### config.mk
export PLATFORM = sky130hd
export DESIGN_NAME = reu_dma_engine
export DESIGN_NICKNAME = d
export VERILOG_FILES = /design/src/rtl/reu_dma_engine.sv
export SDC_FILE = /design/constraint.sdc
export NUM_CORES = 1
export LEC_CHECK = 0
export ABC_AREA = 0
export BUFFER_PORTS_ARGS = -buffer_cell sky130_fd_sc_hd__buf_2
export CAP_MARGIN = 20
export CORE_MARGIN = 2
export CORE_UTILIZATION = 38
export DETAILED_ROUTE_END_ITERATION = 7
export GPL_ROUTABILITY_DRIVEN = 0
export PLACE_DENSITY = 0.81
export SYNTH_ARGS = -nofsm -noshare
export SYNTH_HDL_FRONTEND = slang
export SYNTH_SLANG_ARGS = --single-unit
### constraint.sdc
create_clock -name PHI2 -period 1.7 [get_ports PHI2]
set_clock_uncertainty 0.05 [all_clocks]
set_input_delay 0.085 -clock PHI2 [delete_from_list [all_inputs] [get_ports PHI2]]
set_output_delay 0.085 -clock PHI2 [all_outputs]
set_load 0.03 [all_outputs]
### src/rtl/reu_dma_engine.sv
// REU DMA transfer sequencer: masters the C64 bus via nDMA/BA, drives SRAM strobes and
// returns per-byte advance pulses to the register block.
// State updates on the falling edge of PHI2; strobes are decoded from state and inputs.
// Optional build macro: REU_VERIFY_EN enables transfer type 11 (verify). Without it,
// type 11 completes immediately with no bus cycles and VerifyErr tied low.
module reu_dma_engine (
  input  logic        PHI2,
  input  logic        Reset,
  input  logic        ExecuteEN,
  input  logic        FF00DecodeEN,
  input  logic [1:0]  XferType,
  input  logic        Length1,
  input  logic [15:0] CA,
  input  logic [23:0] REUA,
  input  logic        FF00Wr,
  input  logic        BA,
  input  logic [7:0]  C64DIn,
  input  logic [7:0]  REUDIn,
  output logic        nDMA,
  output logic        C64AOE,
  output logic        C64RW,
  output logic        C64DOE,
  output logic [7:0]  C64DOut,
  output logic [23:0] RAMA,
  output logic        RAMnOE,
  output logic        RAMnWE,
  output logic [7:0]  RAMDOut,
  output logic        NextCA,
  output logic        NextREUA,
  output logic        VerifyErr,
  output logic        Busy,
  output logic        XferDone
);

  typedef enum logic [2:0] {
    StIdle,
    StArm,
    StWaitBa,
    StXfer,
    StSwapRd,
    StSwapWr,
    StDone
  } state_e;

  localparam logic [1:0] TypeStash  = 2'b00;
  localparam logic [1:0] TypeFetch  = 2'b01;
  localparam logic [1:0] TypeSwap   = 2'b10;
  localparam logic [1:0] TypeVerify = 2'b11;

  state_e     state_q, state_d;
  logic       exec_prev_q;
  logic [7:0] c64_lat_q, c64_lat_d;
  logic [7:0] ram_lat_q, ram_lat_d;
  logic       start;
  logic       byte_done;
  logic       verr;

  // CA is driven onto the C64 bus outside this block; only C64AOE is ours.
  logic unused_ca;
  assign unused_ca = ^CA;

  assign start = ExecuteEN && !exec_prev_q;
  assign RAMA  = REUA;
  assign Busy  = (state_q != StIdle);

  // Pulses are suppressed while Reset is asserted so an aborted byte is not counted.
  assign NextCA   = byte_done && !Reset;
  assign NextREUA = byte_done && !Reset;
  assign XferDone = (state_q == StDone) && !Reset;
`ifdef REU_VERIFY_EN
  assign VerifyErr = verr && !Reset;
`else
  assign VerifyErr = 1'b0;
`endif

  // State register, swap latches and Execute edge detector; all on falling PHI2.
  always_ff @(negedge PHI2) begin
    exec_prev_q <= ExecuteEN;
    if (Reset) begin
      state_q   <= StIdle;
      c64_lat_q <= 8'h00;
      ram_lat_q <= 8'h00;
    end else begin
      state_q   <= state_d;
      c64_lat_q <= c64_lat_d;
      ram_lat_q <= ram_lat_d;
    end
  end

  // Next-state and strobe decode; BA low in a data state stalls with the bus idle.
  always_comb begin
    state_d   = state_q;
    c64_lat_d = c64_lat_q;
    ram_lat_d = ram_lat_q;
    nDMA      = 1'b1;
    C64AOE    = 1'b0;
    C64RW     = 1'b1;
    C64DOE    = 1'b0;
    C64DOut   = 8'h00;
    RAMnOE    = 1'b1;
    RAMnWE    = 1'b1;
    RAMDOut   = 8'h00;
    byte_done = 1'b0;
    verr      = 1'b0;

    unique case (state_q)
      StIdle: begin
        if (start) state_d = FF00DecodeEN ? StArm : StWaitBa;
      end

      StArm: begin
        if (FF00Wr)          state_d = StWaitBa;
        else if (!ExecuteEN) state_d = StIdle;
      end

      StWaitBa: begin
        nDMA = 1'b0;
        if (BA) begin
          case (XferType)
            TypeSwap:   state_d = StSwapRd;
`ifdef REU_VERIFY_EN
            TypeVerify: state_d = StXfer;
`else
            TypeVerify: state_d = StDone;
`endif
            default:    state_d = StXfer;
          endcase
        end
      end

      StXfer: begin
        nDMA = 1'b0;
        if (BA) begin
          C64AOE = 1'b1;
          case (XferType)
            TypeStash: begin
              RAMnWE    = 1'b0;
              RAMDOut   = C64DIn;
              byte_done = 1'b1;
            end
            TypeFetch: begin
              RAMnOE    = 1'b0;
              C64RW     = 1'b0;
              C64DOE    = 1'b1;
              C64DOut   = REUDIn;
              byte_done = 1'b1;
            end
`ifdef REU_VERIFY_EN
            TypeVerify: begin
              RAMnOE = 1'b0;
              if (C64DIn != REUDIn) begin
                verr    = 1'b1;
                state_d = StDone;
              end else begin
                byte_done = 1'b1;
              end
            end
`endif
            // Swap never reaches StXfer; bail out rather than hang.
            default: state_d = StDone;
          endcase
          if (byte_done && Length1) state_d = StDone;
        end
      end

      StSwapRd: begin
        nDMA = 1'b0;
        if (BA) begin
          C64AOE    = 1'b1;
          RAMnOE    = 1'b0;
          c64_lat_d = C64DIn;
          ram_lat_d = REUDIn;
          state_d   = StSwapWr;
        end
      end

      StSwapWr: begin
        nDMA = 1'b0;
        if (BA) begin
          C64AOE    = 1'b1;
          C64RW     = 1'b0;
          C64DOE    = 1'b1;
          C64DOut   = ram_lat_q;
          RAMnWE    = 1'b0;
          RAMDOut   = c64_lat_q;
          byte_done = 1'b1;
          state_d   = Length1 ? StDone : StSwapRd;
        end
      end

      StDone: begin
        state_d = StIdle;
      end

      default: state_d = StIdle;
    endcase
  end

endmodule
# ---- After elaboration in Yosys (flattened, before gate mapping)
# Index checks and enable logic that the tools add are counted.
dict set report word_totals {
  reg_bits 20
  wordCells 74
}
dict set report op_classes {
  eq_ne 16
  mux 40
  reduce_logical 14
}
# op count
set op_table {}
lappend op_table {{two-way mux 8 bit} 6}
lappend op_table {{case mux 8 bit (2 select lines)} 2}
lappend op_table {{two-way mux 3 bit} 9}
lappend op_table {{case mux 3 bit (6 select lines)} 1}
lappend op_table {{two-way mux 1 bit} 14}
lappend op_table {{inequality test 2 bit, second input constant} 5}
lappend op_table {{case mux 1 bit (2 select lines)} 5}
lappend op_table {{equality test 3 bit, second input constant} 3}
lappend op_table {{AND reduction 7 bit} 1}
lappend op_table {{equality test 3 x 2 -> 1 bit, second input constant} 2}
lappend op_table {{inequality test 3 bit, second input constant} 2}
lappend op_table {{case mux 3 bit (2 select lines)} 1}
lappend op_table {{equality test 2 bit, second input constant} 2}
lappend op_table {{logical AND 1 bit} 4}
lappend op_table {{two-way mux 2 bit} 2}
lappend op_table {{OR reduction 4 bit} 1}
lappend op_table {{equality test 3 x 1 -> 1 bit, second input constant} 1}
lappend op_table {{zero test 3 bit} 1}
lappend op_table {{nonzero test 3 bit} 1}
lappend op_table {{OR reduction 3 bit} 1}
lappend op_table {{equality test 2 x 1 -> 1 bit, second input constant} 1}
lappend op_table {{zero test 1 bit} 2}
lappend op_table {{zero test 2 bit} 1}
lappend op_table {{AND reduction 2 bit} 1}
lappend op_table {{OR reduction 2 bit} 1}

# ---- Logic depth before layout (Yosys ltp)
# Gate-level depths: netlist of run 1.
dict set report logic_depth {
  ltp_word 9
  ltp_mapped 7
  mapped_depth_nobuf 5
}

==> results of run 1 <==
==> logic make-up after synthesis <==
| family | Yosys count |
|---|---|
| other | 1 |
| adder cells (fa/ha/maj) | 2 |
| flip-flops | 20 |
| multiplexers | 1 |
| buffers and inverters | 38 |
| AND/OR/NAND/NOR | 58 |
| AO/OA/AOI/OAI | 48 |
==> metal layers <==
| layer | part of all wire | vias up | track usage |
|---|---|---|---|
| li1 | - | 710 | - |
| met1 | 0.42 | 697 | 0.207 |
| met2 | 0.53 | 48 | 0.352 |
| met3 | 0.049 | 2 | 0.0768 |
| met4 | 0.0081 | 0 | 0.0472 |
| met5 | 0 | - | 0 |
==> repair_timing <==
item                                    4_1_cts  5_1_grt
resized for setup                            79       24
endpoints found under the setup margin       28       42
setup buffers                                 3        6
cloned                                        1        0
pin swaps                                     7        7
==> final cells by class <==
type,instances,area [sq um]
clock buffers,3,22.5
clock inverters,20,75.1
fillers,254,956
inverters,3,22.5
multi-input cells,110,1000
flip-flops and latches,20,403
well taps,46,57.6
repair buffers,85,800
==> power by group <==
part	total, mW	internal (mW)	switching, mW
sequential	0.547	0.511	0.0356
combinational	1.26	0.647	0.615
clock	0.411	0.143	0.268
total	2.22	1.30	0.918
==> state kept, by name (all words and copies together) (netlist names) <==
| register | flops |
|---|---|
| state_q | 3 |
| exec_prev_q | 1 |
| ram_lat_q | 8 |
| c64_lat_q | 8 |
==> metrics by stage <==
step	cells	power, mW	hold WS [ns]
after CTS	281	1.91	0.120
after detailed placement	255	1.36	0.120
after global routing	287	2.36	0.120
after floorplan	168	1.20	0.191
final	287	2.22	0.120
after global placement	255	1.35	0.120
==> cells in the final DEF, fill, tap and decap left out, drive strengths merged, types with 2 or more instances in the layout <==
cell    synthesis  final
a211oi          2      2
nand3           2      2
or3             2      2
clkbuf          2      3
and2b           2      2
buf            31     85
nor3            2      2
dfxtp          20     20
a21oi          22     22
nand2          35     35
nor2            8      8
a22o           16     16
ha              2      2
o21ai           3      3
inv             4     22
==> synthesized netlist by cell type, types with 2 or more instances <==
master	instances	share of area
a211oi_1	2	0.011
a21oi_1	22	0.083
a22o_1	16	0.11
buf_2	4	0.015
buf_4	26	0.15
dfxtp_1	20	0.30
ha_1	2	0.019
inv_1	3	0.0085
nand2_1	34	0.096
nand3_1	2	0.0075
nor2_1	7	0.020
nor3_4	2	0.024
o21ai_0	3	0.011
==> how the worst min path moves through the flow <==
stage	slack [ns]	end
global placement	0.12	RAMA[10]
floorplan	0.19	XferDone
detailed placement	0.12	RAMA[10]
global route	0.12	RAMA[16]
CTS	0.12	RAMA[10]
finish	0.12	RAMA[12]
==> impl_metrics.tcl, run 1 <==
set metrics [dict create \
    hold_class "in2out" \
    max_stage_delay_ns 0.33 \
    power.density_nw_per_um2 932 \
    synth_compound_area_frac 0.249 \
    maxSlewViolCount 0 \
    initial_core_util 0.398 \
    crit_start "state_q[2]$_SDFFE_NP0P_" \
    synth-adder-area-share 0.0188 \
    synth_cells 168 \
    place_ws_ns -0.569 \
    vias 1457 \
    cp-start-kind "register" \
    io_pins 116 \
    drtIter0Drc 41 \
    status "finished, violations left" \
    synthesis.area_sq_um 1330 \
    io_buffers 50 \
    synth_seq_cells 20 \
    path_clk_slew_ns 0.04 \
    wirelength_mm 4.45 \
    finalSetupViolations 29 \
    hold_violations 0 \
    cp_num_cells 6 \
    synthMuxAreaShare 0.00753 \
    r2r.worst_path.cells 7 \
    nNetsFinal 310 \
    cts_tree "done" \
    slowest_stage "dfxtp_2" \
    htreeDepth 1 \
    grt_max_degree 17 \
    r2r_start "state_q[0]$_SDFFE_NP0P_" \
    worstPathRequired_ns 1.56 \
    synth_simple_gate_area_share 0.226 \
    vdd_ir_drop_max_uv 646 \
    cp_cell_sequence "and2b_2, nand2b_4, nor3_4, buf_12, a22o_4, buf_6" \
    cp.arrival_ns 2.46 \
    die_w_um 63.1 \
    overflow 0 \
    ctsHoldBuffers 0 \
    violations "setup timing" \
    hp-start "REUA[12]" \
    cts_sinks 20 \
    crit_type "reg2out" \
    die_area_sq_um 3990 \
    synth-seq-area-share 0.301 \
    cts-root-buf "clkbuf_4" \
    postLayoutCellArea_sq_um 2380 \
    num_rows 21 \
    viasPerCell 5.08 \
    r2r-end "state_q[0]$_SDFFE_NP0P_" \
    area.growth.synth_to_final_pct 79.2 \
    firstDrtPassIters 4 \
    synth_ff_type "dfxtp_1" \
    whs_path_depth 0 \
    die_height_um 63.1 \
    rsz0062_at_grt "yes" \
    first_global_vias 1404 \
    fin_setup_tns_ns -22.06 \
    synth-xor-area-share 0 \
    drc 0 \
    drive_gt1_frac 0.568 \
    synth_edf_count 0 \
    cts_buffers 3 \
    crit_end "RAMDOut[3]" \
    grt_pass1_wl_mm 6.21 \
    cp_max_fo 8 \
    wl_per_cell_um 15.5 \
    maxCapViolations 0 \
    synthArstFlopShare 0 \
    placed_cell_area_sq_um 1780 \
    syn_nets 235 \
    antenna_found_initial 0 \
    critical-path-top-delay-family "simple AND/OR/NAND/NOR gates" \
    finalWorstSetupSlack_ns -0.894 \
    crit_buf_inv 2 \
    clock_path_buffers 2 \
    syn_avg_cell_area_sq_um 7.91 \
    post_synth_num_cell_types 38 \
    synth_top_family_by_area "compound AO/OA/AOI/OAI gates" \
    yosys_warnings 0 \
    fin_util 0.714 \
    p_leak_nw 1.11 \
    dpl.hpwl_mm 2.42 \
    antenna_left 0 \
    clk_latency_ns 0.37 \
    diodes 0 \
    r2r_slack_ns -0.12 \
    core_area_sq_um 3340 \
    critPathCaptureType "output port" \
    grt_usage 0.193 \
]
No activity file was read; power rests on OpenSTA's default activity.
==> run 2: changes to the inputs <==
CELL_PAD_IN_SITES_DETAIL_PLACEMENT = 0   (was default)
CELL_PAD_IN_SITES_GLOBAL_PLACEMENT = 1   (was default)
CORE_UTILIZATION = 24   (was 38)
PLACE_DENSITY = 0.78   (was 0.81)
==> run 2 against run 1 <==
The flow still finishes with violations (setup timing). Worst setup slack improved by 0.036 ns. Register-to-register slack improved by 0.04 ns. Design area rose by 3.8%. Via count fell by 0.41%. Utilization fell by 26 points. Sequential cell count did not move. Wire length fell by 5.3%. First-iteration DRC count rose by 15%. Count of clock-buffer cells in the layout did not move. Critical path depth did not move. Sequential power barely moved. Combinational power fell by 16%. Critical endpoint is now RAMnWE. Largest power group unchanged. Highest routed layer unchanged.
==> impl_metrics.tcl, run 2 (synthesized netlist as in run 1, its figures left out) <==
set metrics [dict create \
    status "finished, violations left" \
    violations "setup timing" \
    fin_setup_tns_ns -20.97 \
    area.growth.synth_to_final_pct 86.1 \
    fin_util 0.455 \
    maxSlewViolCount 0 \
    maxCapViolations 0 \
    vdd_ir_drop_max_uv 439 \
    crit_end "RAMnWE" \
    die_w_um 78.4 \
    antenna_found_initial 0 \
    overflow 0 \
    power_mw 2.08 \
    clock_path_buffers 2 \
    dp_cells 281 \
    cp_cell_sequence "and2b_2, nand2b_4, buf_4, o21ai_1, nand3_2, buf_4" \
    wirelength_mm 4.21 \
    cpMostUsedCell "buf_4" \
    drive_gt1_frac 0.668 \
    r2r.worst_path.cells 8 \
    fin_cells 310 \
    wl_per_cell_um 13.6 \
    io_pins 116 \
    drc 0 \
    io_buffers 50 \
    power.density_nw_per_um2 842 \
    grt_pass1_wl_mm 6.40 \
    cts_buffers 3 \
    clk_latency_ns 0.32 \
    r2r_slack_ns -0.08 \
    critPathCaptureType "output port" \
    finalWorstSetupSlack_ns -0.858 \
    core_area_sq_um 5440 \
    rsz0062_at_grt "yes" \
    grt_usage 0.132 \
    dpl.hpwl_mm 2.75 \
    cts_tree "done" \
    top_regs "c64_lat_q x8, ram_lat_q x8, state_q x3" \
    grt_max_degree 17 \
    r2r-end "state_q[2]$_SDFFE_NP0P_" \
    initial_core_util 0.244 \
    drtIter0Drc 47 \
    worstPathRequired_ns 1.56 \
    crit_type "reg2out" \
    crit_buf_inv 2 \
    max_stage_delay_ns 0.33 \
    layout_common_cells "buf_6, buf_2, buf_4" \
    cp_num_cells 6 \
    vias 1451 \
    diodes 0 \
    cp-start-kind "register" \
    final_common_cell "buf_6" \
    finalSetupViolations 45 \
    die_height_um 78.4 \
    cts-root-buf "clkbuf_8" \
    cts_sinks 20 \
    hp-start "REUA[0]" \
    slowest_stage "dfxtp_2" \
    cp_max_fo 4 \
    r2r_start "state_q[1]$_SDFFE_NP0P_" \
    hold_violations 0 \
    die_area_sq_um 6150 \
    path_clk_slew_ns 0.03 \
    first_global_vias 1401 \
    critical-path-top-delay-family "simple AND/OR/NAND/NOR gates" \
    crit_start "state_q[2]$_SDFFE_NP0P_" \
    nNetsFinal 307 \
    antenna_left 0 \
    htreeDepth 1 \
    p_leak_nw 1.05 \
    firstDrtPassIters 4 \
    viasPerCell 4.68 \
    hold_class "in2out" \
    num_rows 27 \
    cp.arrival_ns 2.42 \
]
## run 2: report_power, final
| part | leakage (nW) | switching [mW] | total, mW | internal, mW |
|---|---|---|---|---|
| logic | 0.762 | 0.531 | 1.06 | 0.524 |
| registers | 0.163 | 0.0347 | 0.548 | 0.513 |
| clock network | 0.128 | 0.259 | 0.478 | 0.219 |
## run 2: worst register-to-register path, cell delays in order (launching register included)
cell and delay (ns):
dfxtp_2 0.34, buf_6 0.12, buf_6 0.12, or3_4 0.13
buf_6 0.09, a2bb2oi_1 0.26, o221ai_4 0.18, o32a_1 0.36
nor2_1 0.08
## run 2: final cells by class
class	instances	area [sq um]
Clock buffer	3	41.3
Clock inverter	20	75.1
Fill cell	536	2970
Inverter	3	22.5
Multi-Input combinational cell	110	1070
Sequential cell	20	403
Tap cell	72	90.1
Timing Repair Buffer	82	773
## run 2: through the flow
stage          hold WS [ns]  setup slack, ns  instance area, sq um
2_1_floorplan         0.191           -0.671                  1510
3_3_place_gp          0.120           -0.552                  1810
3_5_place_dp          0.120           -0.592                  1810
4_1_cts               0.120           -0.861                  2220
5_1_grt               0.120           -0.915                  2470
6_report              0.120           -0.858                  2470
## run 2: worst min-delay path by stage
stage,end,depth (start not counted),slack (ns)
floorplan,XferDone,1,0.19
global placement,RAMA[19],0,0.12
detailed placement,RAMA[19],0,0.12
CTS,RAMA[19],0,0.12
global route,RAMA[1],0,0.12
finish,RAMA[0],0,0.12
## run 2: per-layer routing
metal | up-vias | global-route usage | part of all wire
met4 | 0 | 0.0439 | 0.0083
met5 | - | 0 | 0
met2 | 40 | 0.228 | 0.54
li1 | 701 | - | -
met1 | 702 | 0.152 | 0.40
met3 | 8 | 0.0448 | 0.056
## run 2: what timing repair did
action | in CTS | in global routing
pin swaps | 5 | 4
cloned | 2 | 1
setup endpoints to repair | 45 | 45
buffers inserted | 4 | 2
gates resized for setup | 69 | 58
hold buffers | 0 | 0
